`src/rtl/count_down_en.sv`:
```
// Loadable down-counter with enable, prescaler and terminal-count pulse.
// Build option: define COUNT_DOWN_AUTO_RELOAD_EN for periodic reload on terminal count.
module count_down_en #(
  parameter int WIDTH    = 8,
  parameter int PRESCALE = 1
) (
  input  logic             iClock,
  input  logic             iReset,
  input  logic             iLoad,
  input  logic [WIDTH-1:0] iLoadValue,
  input  logic             iEnable,
  output logic [WIDTH-1:0] oA,
  output logic             oBusy,
  output logic             oDone,
  output logic             oTerminal
);

  // state | meaning
  // IDLE  | after reset, enable ignored, count 0
  // RUN   | counting down on prescaled enabled ticks
  // DONE  | count exhausted, holds 0 until load or reset
  typedef enum logic [1:0] {IDLE, RUN, DONE} state_t;

  localparam int PW = (PRESCALE > 1) ? $clog2(PRESCALE) : 1;
  localparam logic [PW-1:0] PS_LAST = PW'(PRESCALE - 1);

  state_t           state, state_nxt;
  logic [WIDTH-1:0] count, count_nxt;
  logic [PW-1:0]    ps, ps_nxt;
  logic             term, term_nxt;
`ifdef COUNT_DOWN_AUTO_RELOAD_EN
  logic [WIDTH-1:0] reload, reload_nxt;
`endif

  always_ff @(posedge iClock) begin
    if (iReset) begin
      state <= IDLE;
      count <= '0;
      ps    <= '0;
      term  <= 1'b0;
`ifdef COUNT_DOWN_AUTO_RELOAD_EN
      reload <= '0;
`endif
    end else begin
      state <= state_nxt;
      count <= count_nxt;
      ps    <= ps_nxt;
      term  <= term_nxt;
`ifdef COUNT_DOWN_AUTO_RELOAD_EN
      reload <= reload_nxt;
`endif
    end
  end

  always_comb begin
    state_nxt = state;
    count_nxt = count;
    ps_nxt    = ps;
    term_nxt  = 1'b0;
`ifdef COUNT_DOWN_AUTO_RELOAD_EN
    reload_nxt = reload;
`endif
    if (iLoad) begin
      count_nxt = iLoadValue;
      ps_nxt    = '0;
`ifdef COUNT_DOWN_AUTO_RELOAD_EN
      reload_nxt = iLoadValue;
`endif
      if (iLoadValue == '0) begin
        state_nxt = DONE;
        term_nxt  = 1'b1;
      end else begin
        state_nxt = RUN;
      end
    end else if (state == RUN && iEnable) begin
      if (ps == PS_LAST) begin
        ps_nxt = '0;
        // RUN is only entered with a nonzero count, so the else arm is count==1
        if (count > WIDTH'(1)) begin
          count_nxt = count - WIDTH'(1);
        end else begin
          term_nxt = 1'b1;
`ifdef COUNT_DOWN_AUTO_RELOAD_EN
          count_nxt = reload;
`else
          count_nxt = '0;
          state_nxt = DONE;
`endif
        end
      end else begin
        ps_nxt = ps + PW'(1);
      end
    end
  end

  assign oA        = count;
  assign oBusy     = (state == RUN);
  assign oDone     = (state == DONE);
  assign oTerminal = term;

endmodule

```
`config.mk`:
```
export PLATFORM = sky130hd
export DESIGN_NAME = count_down_en
export DESIGN_NICKNAME = d
export VERILOG_FILES = /design/src/rtl/count_down_en.sv
export SDC_FILE = /design/constraint.sdc
export NUM_CORES = 1
export LEC_CHECK = 0
export ABC_AREA = 1
export BUFFER_PORTS_ARGS = -buffer_cell sky130_fd_sc_hd__buf_2
export CORE_UTILIZATION = 43
export CTS_CLUSTER_DIAMETER = 40
export DETAILED_ROUTE_END_ITERATION = 12
export PLACE_DENSITY = 0.79
export RECOVER_POWER = 25
export SKIP_LAST_GASP = 1
export SLEW_MARGIN = 20
export SYNTH_ARGS = -nofsm -noshare
export SYNTH_HDL_FRONTEND = slang
export SYNTH_SLANG_ARGS = --single-unit
```
`constraint.sdc`:
```
create_clock -name iClock -period 1.4 [get_ports iClock]
set_input_delay 0.28 -clock iClock [delete_from_list [all_inputs] [get_ports iClock]]
set_output_delay 0.28 -clock iClock [all_outputs]
set_load 0.05 [all_outputs]
```
=== Yosys cells after proc, flatten, opt, wreduce, memory -nomap -nowiden ===
Index checks and enable logic that the tools add are counted.

* $add $sub $neg: 2
* $lt $le $gt $ge: 1
* Equal/unequal tests: 4
* Muxes and demuxes: 15
* Reduce and logical (&&, ||, !) cells: 6

{| class="wikitable"
|+ Operator list
! cell !! count
|-
| $mux 8 || 4
|-
| $mux 2 || 5
|-
| $gt 8x1->1 const B || 1
|-
| $logic_not 8->1 || 1
|-
| $sub 8x1->8 const B || 1
|-
| $mux 1 || 6
|-
| $ne 2x2->1 const B || 2
|-
| $reduce_and 3->1 || 1
|-
| $eq 2x1->1 const B || 1
|-
| $eq 2x2->1 const B || 1
|-
| $reduce_and 2->1 || 1
|-
| $reduce_bool 2->1 || 1
|-
| $reduce_or 2->1 || 1
|-
| $add 1x1->1 const B || 1
|-
| $logic_and 1x1->1 || 1
|}

* Register bits after elaboration: 12
* Input bits: 12
* Output and inout port bits: 11
* Logic and storage cells: 32

=== Logic depth before layout (Yosys ltp) ===
* Word-level depth: 5
* Gate-level depth with buffers: 8
* Gate-level depth less buffers: 7

=== Least setup slack after synthesis ===
No wires, ideal clock.

* Path type: register -> register
* Start: register count[0] (netlist: oA[0])
* End: register count[0] (netlist: oA[0])
* Setup time: 0.070 ns
* Arrival: 1.641 ns
* Required time: 1.330 ns
* Slack: -0.311 ns
* Cell stages (with the launch flop): 8
* Buffers on the path: 0
* Period minus slack after synthesis: 1.711 ns
* Path through: dfxtp_1 -> inv_1 -> ha_1 -> o21ai_2 -> nor2_1 -> nor2_4 -> nand3_1 -> a21oi_1

* Longest elaborated chain between the ends: 5
* Elaborated cells on any way between the ends: 6
* Classes of those cells: add/sub: 1; order compare: 1; mux: 4

{| class="wikitable"
|+ RTL lines
! element !! RTL line !! RTL
|-
| start, declared || 28 || <nowiki>logic [WIDTH-1:0] count, count_nxt;</nowiki>
|-
| start signal, assigned || 46 || <nowiki>count <= count_nxt;</nowiki>
|-
| $sub 8x1->8 / $gt 8x1->1 (equally long branches) || 80, 79 ||
|-
| $mux 8 (*) || 79 || <nowiki>if (count > WIDTH'(1)) begin</nowiki>
|-
| $mux 8 (*) || 76 || <nowiki>if (ps == PS_LAST) begin</nowiki>
|-
| $mux 8 (*) || 75 || <nowiki>end else if (state == RUN && iEnable) begin</nowiki>
|-
| $mux 8 (*) || 63 || <nowiki>if (iLoad) begin</nowiki>
|}

Every way passes the cells marked *; elsewhere a longest branch is shown, timed or not. The select of a mux whose other input is x is not followed.
A chain may end at the register's enable or synchronous reset.

=== Worst setup path in the final report ===
* Start: register count[0] (netlist: oA[0])
* End: register count[5] (netlist: oA[5])

The elaborated chain is that of the path after synthesis.

==> impl_metrics.ini <==
[logic_synthesis]
netlist_area_um2 = 758
ys_ff_latch = 11
synth_warnings = 0
synthCells = 107
synth_cell_types = 22
syn_avg_cell_area_um2 = 7.09
syn_nets = 121
synth-seq-area-share = 0.290

[timing]
finalSetupViolations = 0
hold_viol_final = 0
setup_slack_ns = 0.0604
finClkSkew_ns = 0.0175
max_slew.worst_pin.slew_ns = 0.276
rsz0062_at_grt = no
relSlewSlack = 0.817
maxSlewViolCount = 0
post-route-period-util = 0.957
max_freq_ghz = 0.747
setup-tns-final_ns = 0
whs_ns = 0.344
period_minus_slack_ns = 1.34

[worst_setup_path]
rrSetupSlack_ns = 0.06
critPathKind = reg -> reg
arrival_ns = 1.55
crit_path_end_kind = register
critPathMaxFanout = 7
crit_required_ns = 1.61
worst_setup_path_start_kind = register

[place]
dp_hpwl_mm = 1.25
place_ws_ns = 0.0574
globalplace.congestion = 0.899
dp_cells = 142
portBuffers = 22

[flow_run]
cap_violations = 0

[die]
start_util = 0.481
boundaryPins = 23
die_area_um2 = 1940
fp.coreArea_um2 = 1580
placementRows = 14
dieWidth_um = 44.0
fp.dieH_um = 44.0

[power]
leakage_uw = 0.000444
peakVddDrop_uv = 556
p_per_area_nw_per_um2 = 1110

[finish]
utilization = 0.586
layout.nets = 145
antenna_cells = 0
fillers = 145
final_cell_mix = 23 x inv_1, 17 x buf_2, 10 x nor2_1
fin_cells = 146
final_common_cell = inv_1
regArea_um2 = 228
drive_above_1_share = 0.331
multi_input_area_um2 = 435
syn_to_final_growth_pct = 21.8

[clock_network]
tritoncts = yes
cts_made_buffers = 3
clock-root-buffer = clkbuf_4
clk_pin_slew_worst_paths_ns = 0.09
clock_sinks = 11
htree_levels = 1
clk_path_buf_depth = 2
clock_latency_ns = 0.27

[route]
drtIter0Drc = 33
drc = 0
vias = 793
routed_wl_mm = 1.80
vias_per_cell = 5.43
first_pass_iters = 7
drtAntennaViolNets = 0
wire_per_inst_um = 12.3

[global_route]
grt-ovfl-total = 0
grt_pass1_wl_mm = 2.75
grt_pass1_vias = 693
grt_usage = 0.189
grt_max_degree = 18
antenna_found_initial = 0

[worst_hold_path]
min_path_type = in -> reg

[outcome]
status = completed
[cell type report]
type                            instances  area share
Inverter                               27       0.112
Multi-Input combinational cell         66       0.472
Sequential cell                        11       0.247
Clock buffer                            4      0.0285
Tap cell                               16      0.0217
Timing Repair Buffer                   22       0.119
[cell usage after synthesis]
| master | count | area share |
|---|---|---|
| nand2_8 | 1 | 0.026 |
| a21oi_1 | 9 | 0.059 |
| inv_2 | 2 | 0.0099 |
| buf_12 | 1 | 0.026 |
| nand2_2 | 1 | 0.0083 |
| o21ai_0 | 4 | 0.026 |
| o22ai_1 | 7 | 0.058 |
| dfxtp_1 | 11 | 0.29 |
| buf_6 | 1 | 0.015 |
| nor2_1 | 11 | 0.054 |
| o21ai_1 | 1 | 0.0066 |
| dlygate4sd1_1 | 1 | 0.012 |
| nand4_1 | 5 | 0.041 |
| nor2_4 | 2 | 0.030 |
| ha_1 | 2 | 0.033 |
| nor2_2 | 1 | 0.0083 |
| inv_1 | 25 | 0.12 |
| nand2_1 | 7 | 0.035 |
| nand2_4 | 1 | 0.015 |
| xor2_1 | 4 | 0.046 |
| nand3_1 | 8 | 0.053 |
| o21ai_2 | 2 | 0.023 |
[path summary, 6_finish.rpt]
kind,start,to,cells past startpoint
min,iReset,oA[6],2
max,oA[0],oA[5],7
max reg2reg,oA[0],oA[5],7
min reg2reg,state[0],state[0],2
[sequential cells by signal, indices dropped and copies added (netlist names)]
register / flops
state: 2
oA: 8
oTerminal: 1
[power breakdown]
group          leakage [uW]  switching (uW)  total (uW)  internal, uW
Combinational      0.000337             285         418           133
Sequential        0.0000923            33.8         376           342
Clock             0.0000150             121         231           110
[metal layers]
layer | vias up | track usage | routed length [um]
met2 | 37 | 0.328 | 879
met1 | 361 | 0.217 | 741
met5 | - | 0 | 0
met4 | 0 | 0.103 | 39
li1 | 389 | - | -
met3 | 6 | 0.0333 | 143
[critical path: stages, from the launching register on]
cell and delay (ns):
dfxtp_4 0.38, inv_4 0.05, ha_4 0.17, o21ai_4 0.14, nor2_2 0.06, nor2_4 0.17, nand4_1 0.14, a21oi_2 0.16
[cells by family after synthesis]
group,share of synthesized area
AOI/OAI and AO/OA,0.173
xor gates and xnor gates,0.0462
DFF,0.290
adders and majority gates,0.0330
and+or+nand+nor,0.271
buffers and inverters,0.186
[stage by stage]
stage / area (um^2) / power, uW
global placement: 858 / 752
global route: 923 / 1070
CTS: 901 / 997
finish: 923 / 1020
detailed placement: 858 / 761
floorplan: 768 / 689
[repair_timing]
| action | CTS | global route |
|---|---|---|
| pin swaps | 3 | 5 |
| gates resized for setup | 5 | 4 |
| hold buffers | 0 | 0 |
| hold endpoints to repair | 0 | 0 |
| setup endpoints to repair | 1 | 4 |
| buffers inserted | 0 | 0 |
(Power assumes the default switching activity.)
